**src/rtl/impulse_readout_pkg.sv**
```systemverilog
// Shared state encoding, synchronizer depth and frame-length helper for the impulse readout sequencer.
// Build option READOUT_PARITY_EN appends an even-parity bit to every channel word.
package impulse_readout_pkg;

  typedef enum logic [2:0] {
    ST_IDLE  = 3'd0,
    ST_SNAP  = 3'd1,
    ST_LOAD  = 3'd2,
    ST_SHIFT = 3'd3,
    ST_DONE  = 3'd4
  } state_t;

  localparam int SYNC_STAGES = 2;

`ifdef READOUT_PARITY_EN
  localparam int PARITY_BITS = 1;
`else
  localparam int PARITY_BITS = 0;
`endif

  // SNAP + DONE plus one LOAD and the serial bits for every channel.
  function automatic int frame_len(input int num_ch, input int cnt_w);
    return 2 + num_ch * (1 + cnt_w + PARITY_BITS);
  endfunction

endpackage

```
**src/rtl/rtc_sync_edge.sv**
```systemverilog
// Brings the asynchronous RTC tick into clk and emits a one-cycle pulse per rising edge.
module rtc_sync_edge
  import impulse_readout_pkg::*;
#(
  parameter int STAGES = SYNC_STAGES
) (
  input  logic clk,
  input  logic rst_n,
  input  logic async_in,
  output logic pulse_out
);

  logic [STAGES-1:0] sync_reg;
  logic              prev_reg;

  always_ff @(posedge clk or negedge rst_n) begin
    if (!rst_n) begin
      sync_reg <= '0;
      prev_reg <= 1'b0;
    end else begin
      sync_reg <= {sync_reg[STAGES-2:0], async_in};
      prev_reg <= sync_reg[STAGES-1];
    end
  end

  assign pulse_out = sync_reg[STAGES-1] & ~prev_reg;

endmodule

```
**src/rtl/impulse_readout_seq.sv**
```systemverilog
// Readout sequencer: on each RTC tick snapshots the counter bank and streams every channel out MSB first.
// Build option READOUT_PARITY_EN adds an even-parity bit after each channel word.
module impulse_readout_seq
  import impulse_readout_pkg::*;
#(
  parameter int NUM_CH = 8,
  parameter int CNT_W  = 8,
  parameter int ADDR_W = 4
) (
  input  logic              clk,
  input  logic              rst_n,
  input  logic              rtc_in,
  input  logic [CNT_W-1:0]  cnt_data_in,
  input  logic              overrun_clr_in,
  output logic              snap_out,
  output logic [ADDR_W-1:0] addr_out,
  output logic              sl_out,
  output logic              serial_out,
  output logic              frame_out,
  output logic              busy_out,
  output logic              done_out,
  output logic              overrun_out
);

  localparam int SHIFT_LEN = CNT_W + PARITY_BITS;
  localparam int BIT_W     = $clog2(CNT_W + 1);
  localparam logic [BIT_W-1:0]  LAST_BIT = BIT_W'(SHIFT_LEN - 1);
  localparam logic [ADDR_W-1:0] LAST_CH  = ADDR_W'(NUM_CH - 1);

  state_t              state_reg;
  logic [CNT_W-1:0]    shift_reg;
  logic [BIT_W-1:0]    bit_cnt_reg;
  logic [ADDR_W-1:0]   addr_reg;
  logic                snap_reg;
  logic                serial_reg;
  logic                busy_reg;
  logic                done_reg;
  logic                overrun_reg;
  logic                tick_p;
`ifdef READOUT_PARITY_EN
  localparam logic [BIT_W-1:0] LAST_DATA = BIT_W'(CNT_W - 1);
  logic                parity_reg;
`endif

  rtc_sync_edge #(.STAGES(SYNC_STAGES)) u_rtc_sync (
    .clk       (clk),
    .rst_n     (rst_n),
    .async_in  (rtc_in),
    .pulse_out (tick_p)
  );

  // shift_reg holds the bits still to come; serial_reg is the bit on the pin this cycle.
  always_ff @(posedge clk or negedge rst_n) begin
    if (!rst_n) begin
      state_reg   <= ST_IDLE;
      shift_reg   <= '0;
      bit_cnt_reg <= '0;
      addr_reg    <= '0;
      snap_reg    <= 1'b0;
      serial_reg  <= 1'b0;
      busy_reg    <= 1'b0;
      done_reg    <= 1'b0;
      overrun_reg <= 1'b0;
`ifdef READOUT_PARITY_EN
      parity_reg  <= 1'b0;
`endif
    end else begin
      snap_reg   <= 1'b0;
      done_reg   <= 1'b0;
      serial_reg <= 1'b0;

      if (tick_p && state_reg != ST_IDLE)
        overrun_reg <= 1'b1;
      else if (overrun_clr_in)
        overrun_reg <= 1'b0;

      case (state_reg)
        ST_IDLE: begin
          if (tick_p) begin
            state_reg <= ST_SNAP;
            snap_reg  <= 1'b1;
            busy_reg  <= 1'b1;
            addr_reg  <= '0;
          end
        end
        ST_SNAP: state_reg <= ST_LOAD;
        ST_LOAD: begin
          serial_reg  <= cnt_data_in[CNT_W-1];
          shift_reg   <= {cnt_data_in[CNT_W-2:0], 1'b0};
          bit_cnt_reg <= '0;
          state_reg   <= ST_SHIFT;
`ifdef READOUT_PARITY_EN
          parity_reg  <= ^cnt_data_in;
`endif
        end
        ST_SHIFT: begin
          shift_reg   <= {shift_reg[CNT_W-2:0], 1'b0};
          bit_cnt_reg <= bit_cnt_reg + 1'b1;
          if (bit_cnt_reg == LAST_BIT) begin
            bit_cnt_reg <= '0;
            if (addr_reg == LAST_CH) begin
              state_reg <= ST_DONE;
              done_reg  <= 1'b1;
              addr_reg  <= '0;
            end else begin
              addr_reg  <= addr_reg + 1'b1;
              state_reg <= ST_LOAD;
            end
          end else begin
`ifdef READOUT_PARITY_EN
            if (bit_cnt_reg == LAST_DATA)
              serial_reg <= parity_reg;
            else
              serial_reg <= shift_reg[CNT_W-1];
`else
            serial_reg <= shift_reg[CNT_W-1];
`endif
          end
        end
        ST_DONE: begin
          state_reg <= ST_IDLE;
          busy_reg  <= 1'b0;
        end
        default: state_reg <= ST_IDLE;
      endcase
    end
  end

  assign snap_out    = snap_reg;
  assign addr_out    = addr_reg;
  assign sl_out      = (state_reg == ST_LOAD);
  assign frame_out   = (state_reg == ST_SHIFT);
  assign serial_out  = serial_reg;
  assign busy_out    = busy_reg;
  assign done_out    = done_reg;
  assign overrun_out = overrun_reg;

endmodule

```
**config.mk**
```make
export PLATFORM = sky130hd
export DESIGN_NAME = impulse_readout_seq
export DESIGN_NICKNAME = d
export VERILOG_FILES = /design/src/rtl/impulse_readout_pkg.sv /design/src/rtl/rtc_sync_edge.sv /design/src/rtl/impulse_readout_seq.sv
export SDC_FILE = /design/constraint.sdc
export NUM_CORES = 1
export LEC_CHECK = 0
export ABC_AREA = 0
export CAP_MARGIN = 20
export CORE_ASPECT_RATIO = 0.9
export CORE_UTILIZATION = 55
export DETAILED_ROUTE_END_ITERATION = 6
export DONT_BUFFER_PORTS = 1
export HOLD_SLACK_MARGIN = 0.02
export PLACE_DENSITY_LB_ADDON = 0.25
export REMOVE_ABC_BUFFERS = 1
export SYNTH_ARGS = -nofsm -noshare
export SYNTH_HDL_FRONTEND = slang
export SYNTH_SLANG_ARGS = --single-unit
```
**constraint.sdc**
```tcl
create_clock -name clk -period 2.3 [get_ports clk]
set_clock_uncertainty 0.15 [all_clocks]
set_input_delay 0.69 -clock clk [delete_from_list [all_inputs] [get_ports clk]]
set_output_delay 0.69 -clock clk [all_outputs]
set_load 0.05 [all_outputs]
```
# Word-level counts from Yosys, hierarchy flattened

Cells that the tools add are included.
Widths: inputs -> output; s select.

Bitwise operators: 2
Mux-type cells: 22
Equal/unequal tests: 8
Add/sub/neg operators: 2
Reductions and logical operators: 10

Operators by type and width:

| cell                | number |
|---|---|
| $mux 4              | 4 |
| $pmux 4 s2          | 2 |
| $pmux 8 s2          | 1 |
| $pmux 3 s4          | 1 |
| $mux 1              | 9 |
| $mux 3              | 3 |
| $add 4x1->4 const B | 2 |
| $eq 4x3->1 const B  | 2 |
| $reduce_bool 2->1   | 4 |
| $eq 3x2->1 const B  | 2 |
| $pmux 1 s2          | 2 |
| $reduce_and 2->1    | 2 |
| $eq 3x1->1 const B  | 1 |
| $eq 3x3->1 const B  | 1 |
| $logic_not 3->1     | 1 |
| $reduce_and 3->1    | 1 |
| $reduce_bool 3->1   | 1 |
| $ne 2x1->1 const B  | 1 |
| $ne 2x2->1 const B  | 1 |
| $and 1x1->1         | 1 |
| $logic_and 1x1->1   | 1 |
| $not 1->1           | 1 |

Logic and storage cells: 55
Bits in registers: 27

# Longest topological paths before layout

Depth in word-level cells: 4
Mapped depth: 5
Mapped depth without buffers: 4

# Cells and area by module

From an unflattened synthesis, not the netlist that was laid out.

Cells, all modules: 108
Area, all modules: 1186.1 sq um

Modules (own cells, without submodules):

| module              | seq. area each (sq um) | cells each | area an instance (sq um) | instances |
|---|---|---|---|---|
| impulse_readout_seq | 575.6                  | 104        | 1097.3                   | 1 |
| rtc_sync_edge       | 75.1                   | 4          | 88.8                     | 1 |

# Worst setup path after synthesis

Ideal clock, no wire load.

Path type: register to output
From: register state_reg[1]
To: output sl_out
Data required time: 1.460 ns
Setup slack: -0.059 ns
Path buffers: 1
Data arrival time: 1.519 ns
Cell stages (with the launch flop): 4
Cells stage by stage: dfrtp_1 > or2b_1 > clkbuf_1 > nor2_1

Word-level cells in the longest chain between the ends: 1

Ends and longest elaborated chain:

| element                | line                       | source |
|---|---|---|
| start, declared        | impulse_readout_seq.sv:30  | `state_t state_reg;` |
| start signal, assigned | impulse_readout_seq.sv:55  | `state_reg <= ST_IDLE;` |
| start signal, assigned | impulse_readout_seq.sv:80  | `state_reg <= ST_SNAP;` |
| start signal, assigned | impulse_readout_seq.sv:86  | `ST_SNAP: state_reg <= ST_LOAD;` |
| $eq 3x2->1             | impulse_readout_seq.sv:131 | `assign sl_out = (state_reg == ST_LOAD);` |
| end, declared          | impulse_readout_seq.sv:17  | `output logic sl_out,` |

No other way between the ends.

# Worst setup path in the final report

Ends and elaborated chain as after synthesis.

==> results.ini <==
[outcome]
status = completed

[critical_path]
crit_path_end_kind = primary output
path_class = reg2out
startpoint_type = flop
critPathMaxFanout = 8
rr_worst_depth = 5
r2r_slack_ps = 380
required_ps = 1460
arrival_ps = 1340
reg2reg_to = addr_out[2]
reg2reg_from = state_reg[0]

[route]
dr.first_iter.drc_count = 15
via_per_inst = 5.81
drcViolationCount = 0
ant_nets = 0
wl_per_cell_um = 14.4
drt_wl_total_um = 2100
routed-via-count = 843
firstDrtPassIters = 4

[place]
dp_hpwl_um = 1530
place_inst = 140
portBuffers = 0
globalplace.congestion = 0.812

[worst_hold_path]
timing.hold.worst_path_depth = 0
hold_start = u_rtc_sync.sync_reg[0]
hold_end = u_rtc_sync.sync_reg[1]
min_path_type = reg2reg

[global_routing]
grt_max_degree = 27
track_usage_pct = 21.0
grt_pass1_wl_um = 3470
overflow = 0
grt_pass1_vias = 722
antenna_found_initial = 0

[synth]
async_flop_share_pct = 100
synth.avg_cell_area_um2 = 10.5
ys.flop_type = dfrtp_1
synth_edf_count = 0
synth.distinct_cells = 34
synth_warnings = 0
synthesis.area_um2 = 1190
yosys_register_bits = 26
seq_area_frac_synth_pct = 54.7
synth_cells = 113

[die]
start_util_pct = 60.3
rows = 15
die-area_um2 = 2350
die_h_um = 46.1
die_w_um = 51
core_area_um2 = 1970
io_pins = 23

[clock_tree]
numCtsBuffers = 3
cts_sinks = 26
cts_max_level = 1
clk_pin_slew_worst_paths_ps = 130
root_buffer = clkbuf_4
cts_tree = done
clk_latency_ps = 310
cts_buffer_depth = 2
post_cts_buffers = 0

[cells_and_area]
n_antenna_cell = 0
instances_no_fill = 145
final_layout_size_suffix_gt1_share_pct = 13.3
final_util_pct = 66.3
largest_reg_flops = 7
nets = 136
n_fill_cell = 161
layout_commonest_cell = dfrtp_1
area_growth_syn_to_layout_pct = 10.0
final_cell_mix = 25 x dfrtp_1, 13 x nand2_1, 11 x o21ai_0, 9 x buf_4, 7 x mux2i_1

[power_and_ir_drop]
leakagePower_nw = 0.629
vdd_drop_max_mv = 0.747
intPower_uw = 831
power.switching_uw = 554
combPwrFrac_pct = 34.7
fin_total_pwr_mw = 1.39
power.share.sequential_pct = 52.5
cellPowerDensity_nw_per_um2 = 1060
power.share.switching_pct = 40.0
clock_power_share_pct = 12.9

[sta]
max_slew_margin_pct = 62.8
slew_violations = 0
clock.fmax_mhz = 459
rsz0062_at_grt = false
setup_violations = 0
period_minus_slack_ps = 2180
finalHoldViolations = 0
period_share_pct = 94.7
worst_pin_slew_ps = 558

[job]
cap_viol_max_count = 0

## cell families (layout without fill, tap and decap cells)
group | after synthesis | in the layout | share of synthesized area [%]
muxes | 7 | 7 | 5.89
buffers and inverters | 12 | 19 | 4.42
DFF | 26 | 26 | 54.7
adders and majority gates | 2 | 2 | 2.10
and+or+nand+nor | 42 | 42 | 19.6
AOI/OAI and AO/OA | 24 | 24 | 13.3
## repair_timing
| item | 4_1_cts | 5_1_grt |
|---|---|---|
| hold endpoints to repair | 26 | 0 |
| gates resized for setup | 0 | 1 |
| hold buffers | 2 | 0 |
| setup endpoints to repair | 0 | 1 |
## critical path, cell delays in order, from the launching register on
cell and delay, ps:
dfrtp_2 450, or2b_1 280, nor2_1 100, buf_4 200
## stage by stage
step                      hold WS (ps)  setup slack (ps)  setup TNS (ps)  area (um2)
after CTS                          222              62.4               0        1310
after global placement             188               457               0        1250
after detailed placement           193               380               0        1250
final                              216               121               0        1310
after global routing               214              34.2               0        1310
after floorplan                    181              -109            -109        1150
## layout make-up
cell class | count | area [um2] | area share [%]
Sequential cell | 26 | 652 | 49.9
Multi-Input combinational cell | 75 | 485 | 37.1
Timing Repair Buffer | 11 | 97.6 | 7.46
Tap cell | 25 | 31.3 | 2.39
Clock buffer | 3 | 22.5 | 1.72
Inverter | 5 | 18.8 | 1.44
## synthesized netlist by cell type (2+ instances only)
library cell / n / area share [%]
dfrtp_1: 26 / 55
nand2_1: 13 / 4.1
o21ai_0: 11 / 4.6
mux2i_1: 7 / 5.9
nor2_1: 5 / 1.6
inv_1: 4 / 1.3
nand3_1: 4 / 1.7
a21oi_1: 3 / 1.3
and3_1: 3 / 1.6
buf_2: 3 / 1.3
clkbuf_1: 3 / 0.95
nand2b_1: 3 / 1.6
and3b_1: 2 / 1.5
ha_1: 2 / 2.1
nand3b_1: 2 / 1.3
nand4b_1: 2 / 1.5
nor3_1: 2 / 0.84
o221ai_1: 2 / 1.5
## power by group through the flow
stage,Sequential (mW),Clock (mW),Combinational [mW]
floorplan,0.787,0,0.278
global placement,0.728,0,0.458
detailed placement,0.735,0,0.469
CTS,0.726,0.190,0.484
global route,0.741,0.209,0.528
finish,0.726,0.178,0.480
## metal layers
| metal | wire, um | track usage (%) | part of all wire (%) | vias to the layer above |
|---|---|---|---|---|
| li1 | - | - | - | 421 |
| met1 | 995 | 30.3 | 47 | 392 |
| met2 | 961 | 29.7 | 46 | 25 |
| met3 | 110 | 5.94 | 5.3 | 5 |
| met4 | 27 | 8.33 | 1.3 | 0 |
| met5 | 0 | 0 | 0 | - |
## worst max-delay path by stage
stage / from / endpoint / slack, ps / cells past startpoint
after global routing: state_reg[1] / sl_out / 30 / 3
after detailed placement: state_reg[1] / addr_out[2] / 380 / 5
after CTS: state_reg[1] / sl_out / 60 / 3
after global placement: state_reg[1] / addr_out[2] / 460 / 5
final: state_reg[1] / sl_out / 120 / 3
after floorplan: state_reg[2] / sl_out / -110 / 2
No activity file was read; power rests on OpenSTA's default activity.
